File: config.mk
export PLATFORM = sky130hd
export DESIGN_NAME = io_write_port_fifo
export DESIGN_NICKNAME = d
export VERILOG_FILES = /design/src/rtl/io_port_pkg.sv /design/src/rtl/io_sat_counter.sv /design/src/rtl/io_write_port_fifo.sv
export SDC_FILE = /design/constraint.sdc
export NUM_CORES = 1
export LEC_CHECK = 0
export CORE_MARGIN = 1.5
export CORE_UTILIZATION = 45
export DETAILED_ROUTE_END_ITERATION = 7
export PLACE_DENSITY = 0.69
export SYNTH_ARGS = -nofsm -noshare
export SYNTH_HDL_FRONTEND = slang
export SYNTH_SLANG_ARGS = --single-unit
File: constraint.sdc
create_clock -name clock -period 1.89 [get_ports clock]
set_input_delay 0.2835 -clock clock [delete_from_list [all_inputs] [get_ports clock]]
set_output_delay 0.2835 -clock clock [all_outputs]
set_load 0.03 [all_outputs]
File: src/rtl/io_port_pkg.sv
// Shared I/O port constants: write/read Empty-Full bit meanings, default word widths
// and the overflow-count width.
package io_port_pkg;

  localparam logic IO_EF_FULL  = 1'b1;
  localparam logic IO_EF_EMPTY = 1'b0;

  localparam int unsigned IO_A_WORD_WIDTH     = 36;
  localparam int unsigned IO_B_WORD_WIDTH     = 36;
  localparam int unsigned IO_OVF_COUNT_WIDTH  = 16;

endpackage

File: src/rtl/io_sat_counter.sv
// Width-parameterised saturating incrementer with synchronous active-low clear.
module io_sat_counter
  import io_port_pkg::*;
#(
  parameter int unsigned WIDTH = IO_OVF_COUNT_WIDTH
) (
  input  logic             clock,
  input  logic             clear_n,
  input  logic             inc,
  output logic [WIDTH-1:0] count
);

  always_ff @(posedge clock) begin
    if (!clear_n) begin
      count <= '0;
    end else if (inc && (count != '1)) begin
      count <= count + 1'b1;
    end
  end

endmodule

File: src/rtl/io_write_port_fifo.sv
// Per-port I/O write buffer with first-word fall-through drain and registered write_EF.
// Optional dropped-write counter enabled by IO_WRITE_FIFO_OVF_COUNT_EN.
module io_write_port_fifo
  import io_port_pkg::*;
#(
  parameter int unsigned WORD_WIDTH = IO_A_WORD_WIDTH,
  parameter int unsigned DEPTH      = 4,
  parameter int unsigned ADDR_WIDTH = 2
) (
  input  logic                          clock,
  input  logic                          reset_n,
  input  logic                          wren,
  input  logic [WORD_WIDTH-1:0]         write_data,
  output logic                          write_EF,
  output logic [WORD_WIDTH-1:0]         out_data,
  output logic                          out_valid,
  input  logic                          out_ready,
  output logic [IO_OVF_COUNT_WIDTH-1:0] overflow_count
);

  localparam logic [ADDR_WIDTH:0] FULL_COUNT = (ADDR_WIDTH+1)'(DEPTH);

  logic [WORD_WIDTH-1:0] mem [DEPTH];
  logic [ADDR_WIDTH-1:0] wr_ptr;
  logic [ADDR_WIDTH-1:0] rd_ptr;
  logic [ADDR_WIDTH:0]   count;
  logic                  push;
  logic                  pop;

  // All status outputs decode registered occupancy only; no wren/out_ready path.
  always_comb begin
    write_EF  = (count == FULL_COUNT) ? IO_EF_FULL : IO_EF_EMPTY;
    out_valid = (count != '0);
    out_data  = out_valid ? mem[rd_ptr] : '0;
    push      = wren & (write_EF == IO_EF_EMPTY);
    pop       = out_valid & out_ready;
  end

  always_ff @(posedge clock) begin
    if (!reset_n) begin
      wr_ptr <= '0;
      rd_ptr <= '0;
      count  <= '0;
    end else begin
      if (push) wr_ptr <= wr_ptr + 1'b1;
      if (pop)  rd_ptr <= rd_ptr + 1'b1;
      case ({push, pop})
        2'b10:   count <= count + 1'b1;
        2'b01:   count <= count - 1'b1;
        default: count <= count;
      endcase
    end
  end

  always_ff @(posedge clock) begin
    if (push) mem[wr_ptr] <= write_data;
  end

`ifdef IO_WRITE_FIFO_OVF_COUNT_EN
  logic ovf_hit;

  always_comb ovf_hit = wren & (write_EF == IO_EF_FULL);

  io_sat_counter #(
    .WIDTH(IO_OVF_COUNT_WIDTH)
  ) u_ovf_counter (
    .clock   (clock),
    .clear_n (reset_n),
    .inc     (ovf_hit),
    .count   (overflow_count)
  );
`else
  assign overflow_count = '0;
`endif

endmodule

* Word level (Yosys, flattened, before mapping)
Memories as Yosys holds them, arrays and structs flattened. A register that Yosys moved wholly into a read port is not among the register bits.
Index checks and enable logic that the tools add are counted.
** Word-level totals
- Register bits :: 7
- Bits in writable memories :: 144
- Output and inout port bits :: 54
- Memories :: 1
** Memory list
- mem :: depth 4, width 36, rd ports 1, clocked after memory_dff 1, wr ports 1, RTL line io_write_port_fifo.sv:23 : logic [WORD_WIDTH-1:0] mem [DEPTH];
** Cells by class
- Add/subtract/negate cells :: 4
- Equal/unequal tests :: 3
- Mux-type cells :: 7
- Bitwise gates (word level) :: 3
- Reduce and logical (&&, ||, !) cells :: 2
** Operators by type and width (count)
- $mux 36 :: 1
- $pmux 3 s2 :: 1
- $add 2x1->2 const B :: 2
- $mux 2 :: 2
- $add 3x1->3 const B :: 1
- $eq 3x3->1 const B :: 1
- $mux 1 :: 3
- $reduce_bool 3->1 :: 1
- $sub 3x1->3 const B :: 1
- $and 1x1->1 :: 2
- $eq 2x1->1 const B :: 1
- $eq 2x2->1 const B :: 1
- $reduce_bool 2->1 :: 1
- $not 1->1 :: 1

* Depth between registers and ports, before layout
Gate-level depths: netlist of the first run.
- Depth in word-level cells :: 6
- Mapped depth :: 10
- Gate-level depth less buffers :: 9

* Worst setup path before layout of the first run
OpenSTA, ideal clock, no wires.
- Kind :: flip-flop to flip-flop
- From :: register count[2]
- To :: register count[2]
- Library setup time :: 76 ps
- Data arrival time :: 2655 ps
- Required time :: 1814 ps
- Slack :: -841 ps
- Cell stages (with the launch flop) :: 11
- Buffers on the path :: 1
- Clock period less this slack :: 2731 ps
- Path through :: dfxtp_1 nor3b_1 nor2b_1 clkbuf_1 inv_1 ha_1 inv_1 fa_1 xor2_1 or3_1 a21boi_0
** Between the ends
- Longest elaborated chain between the ends :: 6
- Elaborated cells between the ends (all ways) :: 12
- Classes of those cells :: add/sub: 2; eq/ne: 3; mux: 2; bitwise: 3; reduce/logical: 2
** Ends and longest elaborated chain
- start, declared :: RTL line io_write_port_fifo.sv:26 : logic [ADDR_WIDTH:0] count;
- start signal, assigned :: RTL line io_write_port_fifo.sv:48 : 2'b10: count <= count + 1'b1;
- start signal, assigned :: RTL line io_write_port_fifo.sv:49 : 2'b01: count <= count - 1'b1;
- start signal, assigned :: RTL line io_write_port_fifo.sv:50 : default: count <= count;
- $eq 3x3->1 * :: RTL line io_write_port_fifo.sv:32 : write_EF = (count == FULL_COUNT) ? IO_EF_FULL : IO_EF_EMPTY;
- $mux 1 * :: RTL line io_write_port_fifo.sv:32
- net write_EF :: RTL line io_write_port_fifo.sv:14 : output logic write_EF,
- $not 1->1 * :: RTL line io_write_port_fifo.sv:35 : push = wren & (write_EF == IO_EF_EMPTY);
- $and 1x1->1 * :: RTL line io_write_port_fifo.sv:35
- $eq 2x1->1 / $eq 2x2->1 (equally long branches) :: RTL line io_write_port_fifo.sv:47 : case ({push, pop})
- $pmux 3 s2 / $reduce_bool 2->1 (equally long branches)
Mark *: on every way through the listed nets, which the timed path passes. The rest lies on a longest branch.
A chain may end at the register's enable or synchronous reset.

==> flow_summary_export.csv, run 1 <==
group,metric,value,unit
status,outcome,"finished with violations",
status,violations,"negative setup slack",
finish,drive_above_1_share,39.5,%
timing,fin_crit,2250,ps
clock_tree,cts_buffers,17,
clock_tree,htree_levels,4,
synthesis,synth_top_family_by_area,"multiplexers",
clock_tree,clkSinkCount,153,
placement,dpl.cell_count,561,
synthesis,synthTopCellsByArea,"edfxtp_1 (71%), mux4_2 (13%), nor2b_1 (3.9%), dfxtp_1 (3.0%), buf_4 (2.0%)",
routing,wl_per_cell,18.9,µm
setup_path,critPathLaunchType,"flip-flop",
routing,ant_nets,0,
timing,clock_skew,7.63,ps
setup_path,cp_cell_sequence,"buf_12 > buf_12 > buf_6 > mux4_2 > nor2b_4 > buf_6",
timing,hold_viol,0,
global_route,grt_pass1_vias,3282,
setup_path,worstPathArrival,1970,ps
hold_path,hp-class,"in2reg",
setup_path,critPathMaxStageDelay,490,ps
synthesis,synthesis.instances,300,
floorplanning,fp-row-count,42,
routing,drt-initial-drc-count,173,
timing,fin_crit_sh,119,%
timing,setup_ws,-359,ps
finish,fin_nets,473,
global_route,grt_max_degree,31,
setup_path,worstPathRequired,1610,ps
clock_tree,cts_tree,"done",
placement,place.gp.congestion,0.763,
floorplanning,die_h,119,µm
synthesis,synth_edf_count,144,
power,power_density,1580,nW/µm²
setup_path,critical_path_class,"reg2out",
synthesis,ys.flop_type,"edfxtp_1",
synthesis,synthArstFlopShare,0,%
routing,routed_wl,11.6,mm
floorplanning,start_util,45.9,%
timing,rsz0062_at_grt,"yes",
synthesis,ys_seq_area_share,74.4,%
floorplanning,dieArea,14200,µm²
synthesis,synth-xor-area-share,0.289,%
floorplanning,dieWidth,119,µm
global_route,grt_pass1_wl,18.4,mm
synthesis,yosysMostFrequentCell,"edfxtp_1",
synthesis,netlist_top_cells_count,"edfxtp_1 (144), nor2b_1 (38), mux4_2 (36)",
placement,port_buffers,77,
routing,drt-vias-per-instance,5.02,
synthesis,yosys.area.top_type,"edfxtp_1",
placement,place_ws,-358,ps
synthesis,yosys.area_share.simple,5.66,%
finish,stdcell_count,616,
run,maxCapViolCount,0,
finish,syn_to_final_growth,34.9,%
synthesis,synth_mux_area_share,13.7,%
power,peakVddDrop,1.02,mV
clock_tree,clock_path_buffers,2,
power,finalPower,12.9,mW
timing,setup_viol,37,
timing,slew_viol_final,0,
synthesis,ys_ff_latch,153,
setup_path,path_max_fanout,8,
floorplanning,ios,94,
global_route,grt_overflow,0,
routing,vias,3095,
clock_tree,cts_root_buf,"clkbuf_16",
synthesis,synthAdderAreaFrac,1.36,%
synthesis,netlist.area_leader.share,71.4,%
timing,fmax,445,MHz
finish,nFillCells,935,
synthesis,syn_area_per_cell,20.2,µm²
setup_path,critPathSlowestCell,"mux4_2",
routing,dr.pass1.iters,4,
placement,hpwlAfterDp,6.72,mm
clock_tree,clk_pin_slew_worst_paths,60,ps
routing,post-route-drc-count,0,
global_route,antenna_found_initial,0,
synthesis,ys_types,24,
synthesis,syn_area,6060,µm²
floorplanning,core_area,13200,µm²
setup_path,worst_setup_path_end_kind,"primary output",
finish,antenna_cells,0,
synthesis,synth_compound_area_share,0.661,%
global_route,track_usage,18.1,%
synthesis,yosysWarnings,0,
power,leakagePower,2.85,nW
clock_tree,clk_latency,430,ps
-- routing by layer --
layer  vias up  GRT usage (%)  wire, µm
met5         -              0         0
met4         0           8.28       225
met3        16           4.65       565
met2       111           30.0      6000
met1      1576           22.5      4830
li1       1392              -         -
-- sequential cells by signal, indices dropped and copies added (netlist names), named ones only --
name	flops
count	3
rd_ptr	2
mem	144
wr_ptr	2
-- power by group --
| part | total, mW | internal [mW] | switching [mW] |
|---|---|---|---|
| logic | 5.29 | 2.58 | 2.70 |
| registers | 4.26 | 4.11 | 0.150 |
| clock network | 3.35 | 2.06 | 1.29 |
-- timing repair --
item,CTS,global route
resized for setup,222,27
buffers inserted,18,6
gates cloned,2,0
endpoints found under the hold margin,0,0
hold buffers,0,0
endpoints found under the setup margin,39,39
pin swaps,1,1
-- final cells by class --
class                   instances  area, µm²  share of cell area, %
flip-flops and latches        153       4520                   55.3
repair buffers                123       1340                   16.3
inverters                       7       26.3                  0.322
multi-input cells             125       1490                   18.2
clock buffers                  19        433                   5.30
clock inverters                13        153                   1.87
well taps                     176        220                   2.69
-- kinds of logic after synthesis --
group           Yosys count
flops                   153
simple gates             56
mux                      38
buf+inv                  37
compound gates            7
fa+ha+maj                 6
xor+xnor                  2
other cells               1
-- placed cells by master, fill, tap and decap left out, types with 3 or more instances in the layout --
master | synthesis | final
nor2b_4 | 0 | 9
ha_1 | 5 | 4
dfxtp_4 | 0 | 3
nor2b_1 | 38 | 26
dfxtp_1 | 9 | 4
edfxtp_1 | 144 | 144
mux4_2 | 36 | 36
clkbuf_16 | 0 | 17
buf_12 | 0 | 17
nor2b_2 | 0 | 3
nand2_1 | 7 | 7
o21ai_0 | 5 | 4
clkinvlp_4 | 0 | 3
conb_1 | 1 | 16
inv_1 | 7 | 5
buf_6 | 4 | 18
clkinv_2 | 0 | 3
clkdlybuf4s50_1 | 0 | 39
buf_4 | 16 | 44
bufinv_16 | 0 | 3
and2_2 | 0 | 4
-- final timing paths --
path	startpoint	to	slack, ps	cells after the start
max reg2reg	count[1]	count[2]	-40	8
max	flip-flop	out_data[10]	-360	6
min reg2reg	rd_ptr[0]	rd_ptr[0]	500	2
min	write_data[34]	mem[2][34]	490	1
-- through the flow --
step	hold WS, ps	setup TNS (ps)	util (%)	instance area (µm²)
after global placement	478	-8470	54.9	7240
after floorplan	382	-369	-	6150
after detailed placement	493	-7430	54.9	7240
after CTS	477	-11440	61.6	8130
final	492	-9840	62.0	8170
after global routing	497	-12250	62.0	8170
-- worst max-delay path, delay by kind of cell (launching register included) --
kind          cells  cell delay, ps
buf+inv           4             530
mux               1             490
flops             1             380
simple gates      1             150
No activity file was read; power rests on OpenSTA's default activity.
==> run 2: changes to the inputs <==
- CORE_UTILIZATION: 45 -> 48
- PLACE_DENSITY: 0.69 -> 0.73
==> flow_summary_export.csv, run 2 (synthesis gave the netlist of run 1 again) <==
group,metric,value,unit
placement,hpwlAfterDp,6.94,mm
routing,vias,3047,
placement,place.gp.congestion,0.715,
setup_path,critPathLaunchType,"flip-flop",
placement,dpl-instance-area,7290,µm²
floorplanning,dieArea,13300,µm²
finish,syn_to_final_growth,36.0,%
routing,drt-vias-per-instance,5.09,
power,swShare,30.9,%
setup_path,r2r_end,"count[2]",
clock_tree,clkSinkCount,153,
finish,final_cell_mix,"edfxtp_1 (144), clkdlybuf4s50_1 (39), mux4_2 (36), buf_4 (34), buf_6 (21)",
status,violations,"negative setup slack",
global_route,grt_overflow,0,
floorplanning,die_h,115,µm
power,p_int,9.45,mW
finish,drive_above_1_share,40.2,%
power,clkPwrFrac,28.3,%
setup_path,worst_setup_path_end_kind,"primary output",
hold_path,whs_path_depth,1,
setup_path,path_max_fanout,9,
timing,setup-tns-final,-7260,ps
finish,stdcell_area,8240,µm²
floorplanning,dieWidth,115,µm
clock_tree,htree_levels,4,
finish,largestRegisters,"mem (144), count (3)",
setup_path,cp_cell_sequence,"buf_12 > mux4_2 > nor2b_1 > buf_4",
setup_path,critPathSlowestCell,"mux4_2",
routing,drt-initial-drc-count,160,
power,leakagePower,2.89,nW
finish,largest-register,"mem",
setup_path,worst-path-buf-inv,2,
clock_tree,cts_hold_buf,0,
routing,wl_per_cell,19.2,µm
clock_tree,clock_path_buffers,2,
routing,ant_nets,0,
setup_path,reg2regPathDepth,10,
setup_path,critical_path_class,"reg2out",
floorplanning,core_area,12200,µm²
setup_path,regToRegSetupSlack,-90,ps
routing,dr.pass1.iters,4,
power,peakVddDrop,1.11,mV
hold_path,whs_endpoint,"mem[2][9]",
finish,nFillCells,786,
setup_path,worstPathArrival,1870,ps
hold_path,min_from,"write_data[9]",
timing,setup_viol,37,
routing,post-route-drc-count,0,
hold_path,hp-class,"in2reg",
placement,port_buffers,77,
floorplanning,ios,94,
finish,seq_area,4520,µm²
timing,fmax,464,MHz
timing,fin_crit_sh,114,%
floorplanning,start_util,49.8,%
global_route,grt_max_degree,28,
global_route,gr-usage-met2,30.1,%
global_route,grt_pass1_wl,17.6,mm
global_route,track_usage,18.8,%
timing,clock_skew,5.88,ps
finish,fin_nets,463,
power,comb_power_share,40.6,%
finish,final_common_cell,"edfxtp_1",
finish,largest_reg_flops,144,
floorplanning,fp-row-count,40,
setup_path,worstPathRequired,1610,ps
power,switching_power,4.23,mW
routing,routed_wl,11.5,mm
setup_path,worstReg2RegStart,"count[1]",
timing,setup_ws,-264,ps
power,power_density,1660,nW/µm²
timing,slew_viol_final,0,
setup_path,critPathMaxStageDelay,510,ps
clock_tree,cts_tree,"done",
clock_tree,clk_latency,420,ps
clock_tree,cts_root_buf,"clkbuf_16",
finish,multi_input_area,1560,µm²
setup_path,cp_top_family,"multiplexers",
timing,hold_viol,0,
clock_tree,clk_pin_slew_worst_paths,60,ps
global_route,met1_usage,24.0,%
run,maxCapViolCount,0,
power,power_frac_seq,31.2,%
status,outcome,"finished with violations",
global_route,top_usage_layer,"met2",
global_route,grt_pass1_vias,3200,
global_route,antenna_found_initial,1,
global_route,use_met3,5.59,%
timing,rsz0062_at_grt,"yes",
clock_tree,cts_buffers,17,
timing,fin_crit,2150,ps
-- run 2: how the worst max path moves through the flow --
| stage | start | endpoint | slack [ps] | cells after the start |
|---|---|---|---|---|
| floorplan | count[0] | count[2] | -250 | 10 |
| global placement | out_ready | count[2] | -290 | 8 |
| detailed placement | out_ready | count[2] | -420 | 8 |
| CTS | flip-flop | out_data[18] | -320 | 5 |
| global route | flip-flop | out_data[32] | -320 | 4 |
| finish | flip-flop | out_data[15] | -260 | 4 |
-- run 2: layer usage --
layer / vias to the layer above / routed length (µm)
met5: - / 0
met4: 0 / 218
met3: 16 / 619
met2: 109 / 5900
met1: 1540 / 4780
li1: 1382 / -
-- run 2: what timing repair did --
action / in CTS / in global routing
cloned: 2 / 0
endpoints found under the setup margin: 39 / 38
gates resized for setup: 234 / 29
pin swaps: 2 / 1
buffers inserted: 7 / 0
-- run 2: power by group through the flow --
stage	logic, mW	registers, mW	clock network, mW
after floorplan	2.75	4.25	0
after global placement	4.62	4.28	0
after detailed placement	4.64	4.31	0
after CTS	5.32	4.26	3.91
after global routing	5.86	4.29	4.04
final	5.55	4.26	3.87
-- run 2: final cells by class --
| cell class | instances | share of cell area (%) |
|---|---|---|
| Antenna cell | 1 | 0.0304 |
| Clock buffer | 18 | 5.21 |
| Clock inverter | 14 | 3.04 |
| Inverter | 7 | 0.319 |
| Multi-Input combinational cell | 125 | 18.9 |
| Sequential cell | 153 | 54.8 |
| Tap cell | 168 | 2.55 |
| Timing Repair Buffer | 113 | 15.2 |
-- run 2: per-stage QoR --
stage               hold slack (ps)  worst slack [ps]  util (%)  instances  power, mW
floorplan                       382              -254         -        315       7.00
global route                    491              -318      67.7        599       14.2
CTS                             479              -323      67.1        600       13.5
detailed placement              506              -416      59.9        559       8.95
global placement                476              -286      59.9        559       8.90
finish                          495              -264      67.7        599       13.7
-- run 2: worst reg2reg max path: cells and delay by family (launching register included) --
family,cells,cell delay (ps)
buffers and inverters,3,220
AOI/OAI and AO/OA,1,120
and+or+nand+nor,3,640
DFF,1,330
xor gates and xnor gates,1,150
adders and majority gates,2,450
==> run 3: changes to the inputs <==
- SYNTH_HIERARCHICAL: not set -> 1
- clock period: 1.89 -> 1.9 ns (I/O delays scaled with it)
==> flow_summary_export.csv, run 3 <==
group,metric,value,unit
synthesis,yosys.area.top_type,"edfxtp_1",
placement,place.gp.congestion,0.727,
routing,vias,3122,
floorplanning,start_util,49.8,%
setup_path,path_max_fanout,5,
synthesis,ys.flop_type,"edfxtp_1",
timing,fin_crit,2240,ps
hold_path,whs_endpoint,"mem[1][9]",
timing,setup-tns-final,-8800,ps
synthesis,netlist_top_cells_count,"edfxtp_1 (144), nor2b_1 (38), mux4_2 (36)",
synthesis,yosysMostFrequentCell,"edfxtp_1",
timing,fin_crit_sh,118,%
synthesis,syn_area,6060,µm²
setup_path,worstReg2RegStart,"count[1]",
finish,stdcell_count,602,
synthesis,ys_types,24,
finish,nFillCells,765,
timing,fin_hold_ws,499,ps
synthesis,netlist.area_leader.share,71.4,%
timing,hold_viol,0,
finish,antenna_cells,0,
finish,largest_reg_flops,144,
floorplanning,dieWidth,115,µm
floorplanning,die_h,115,µm
routing,ant_nets,0,
routing,dr.pass1.iters,4,
finish,drive_above_1_share,39.9,%
status,violations,"negative setup slack",
finish,largest-register,"mem",
synthesis,synthArstFlopShare,0,%
synthesis,synth_edf_count,144,
floorplanning,core_area,12200,µm²
synthesis,syn_area_per_cell,20.2,µm²
finish,syn_to_final_growth,36.2,%
floorplanning,dieArea,13300,µm²
finish,fin_nets,468,
clock_tree,cts_tree,"done",
clock_tree,htree_levels,4,
finish,largestRegisters,"mem (144), count (3)",
clock_tree,cts_buffers,17,
clock_tree,cts_hold_buf,0,
global_route,grt_pass1_vias,3217,
routing,drt-initial-drc-count,117,
routing,drt-vias-per-instance,5.19,
global_route,grt_max_degree,28,
setup_path,critPathLaunchType,"flip-flop",
clock_tree,clkSinkCount,153,
setup_path,r2r_end,"count[2]",
synthesis,ys_seq_area_share,74.4,%
synthesis,ys_ff_latch,153,
placement,hpwlAfterDp,6.79,mm
placement,port_buffers,77,
synthesis,yosysWarnings,6,
global_route,grt_pass1_wl,17.6,mm
setup_path,regToRegSetupSlack,-100,ps
setup_path,worstPathRequired,1620,ps
hold_path,whs_path_depth,1,
synthesis,synthTopCellsByArea,"edfxtp_1 (71%), mux4_2 (13%), nor2b_1 (3.9%), dfxtp_1 (3.0%), buf_4 (2.0%)",
setup_path,worstPathArrival,1950,ps
hold_path,hp-class,"in2reg",
timing,clock_skew,6.84,ps
finish,final_cell_mix,"edfxtp_1 (144), clkdlybuf4s50_1 (39), mux4_2 (36), buf_4 (36), nor2b_1 (25)",
hold_path,min_from,"write_data[9]",
floorplanning,ios,94,
placement,dpl.cell_count,558,
clock_tree,cts_root_buf,"clkbuf_16",
setup_path,critical_path_class,"reg2out",
global_route,track_usage,18.7,%
clock_tree,clk_pin_slew_worst_paths,60,ps
timing,fmax,447,MHz
timing,rsz0062_at_grt,"yes",
power,leakagePower,2.87,nW
clock_tree,clk_latency,420,ps
floorplanning,fp-row-count,40,
synthesis,synthesis.instances,300,
timing,setup_ws,-337,ps
setup_path,reg2regPathDepth,10,
clock_tree,clock_path_buffers,2,
run,maxCapViolCount,0,
routing,wl_per_cell,18.9,µm
routing,post-route-drc-count,0,
routing,routed_wl,11.4,mm
timing,setup_viol,37,
finish,final_common_cell,"edfxtp_1",
global_route,antenna_found_initial,0,
timing,slew_viol_final,0,
status,outcome,"finished with violations",
global_route,grt_overflow,0,
power,peakVddDrop,0.833,mV
setup_path,worst_setup_path_end_kind,"primary output",
power,power_density,1620,nW/µm²
==> run 3: cell types whose count changed in the layout (fill, tap and decap cells not counted), moves of 2 or more <==
cell             delta
clkdlybuf4s15_2     +6
inv_6               +2
clkinv_1            -3
buf_6               -6
nor2b_1             +6
clkinvlp_4          +3
nor2b_4             -6
buf_4               +2
==> run 3: cell type report <==
type	instances	area [µm²]	area share, %
Sequential cell	153	4520	54.7
Multi-Input combinational cell	125	1500	18.2
Timing Repair Buffer	118	1330	16.1
Clock buffer	17	425	5.16
Clock inverter	14	244	2.96
Tap cell	168	210	2.55
Inverter	7	26.3	0.318
==> run 3: report_power, final <==
group / internal [mW] / switching, mW
combinational: 2.69 / 2.71
sequential: 4.08 / 0.149
clock: 2.47 / 1.32
total: 9.23 / 4.17
==> run 3: worst max-delay path, cell delays in order (launching register included) <==
cell and delay [ps]:
dfxtp_4 410, buf_12 120, buf_12 120, buf_12 110
mux4_2 490, nor2b_4 150, buf_6 130
==> run 3: worst max-delay path by stage <==
stage	endpoint	slack (ps)	depth (start not counted)
2_1_floorplan	count[2]	-240	10
3_3_place_gp	count[2]	-280	8
3_5_place_dp	count[2]	-360	8
4_1_cts	out_data[21]	-350	6
5_1_grt	out_data[34]	-400	6
6_report	out_data[34]	-340	6
==> run 3: what timing repair did <==
action	4_1_cts	5_1_grt
setup buffers	10	1
resized for setup	182	52
cloned	2	0
endpoints found under the hold margin	0	0
pin swaps	1	0
setup endpoints to repair	39	37
==> run 3: stage by stage <==
step / util, % / worst slack (ps) / instance area (µm²) / power [mW]
after global routing: 67.8 / -397 / 8250 / 13.9
after floorplan: - / -244 / 6150 / 6.96
after global placement: 59.9 / -277 / 7280 / 8.82
final: 67.8 / -337 / 8250 / 13.4
after detailed placement: 59.9 / -363 / 7280 / 8.88
after CTS: 67.2 / -348 / 8180 / 13.2
==> run 3: cells by family after synthesis <==
logic type	after synthesis	synth area share, %
AO/OA/AOI/OAI	7	0.661
XOR/XNOR	2	0.289
adder cells (fa/ha/maj)	6	1.36
buffers and inverters	37	3.88
flip-flops	153	74.4
multiplexers	38	13.7
other	1	0.0619
AND/OR/NAND/NOR	56	5.66
==> run 3: metal layers <==
layer	global-route usage (%)	up-vias	part of all wire, %
met5	0	-	0
met4	7.90	0	2.5
met3	5.69	19	5.8
met2	30.3	104	50
met1	23.6	1620	42
li1	-	1379	-
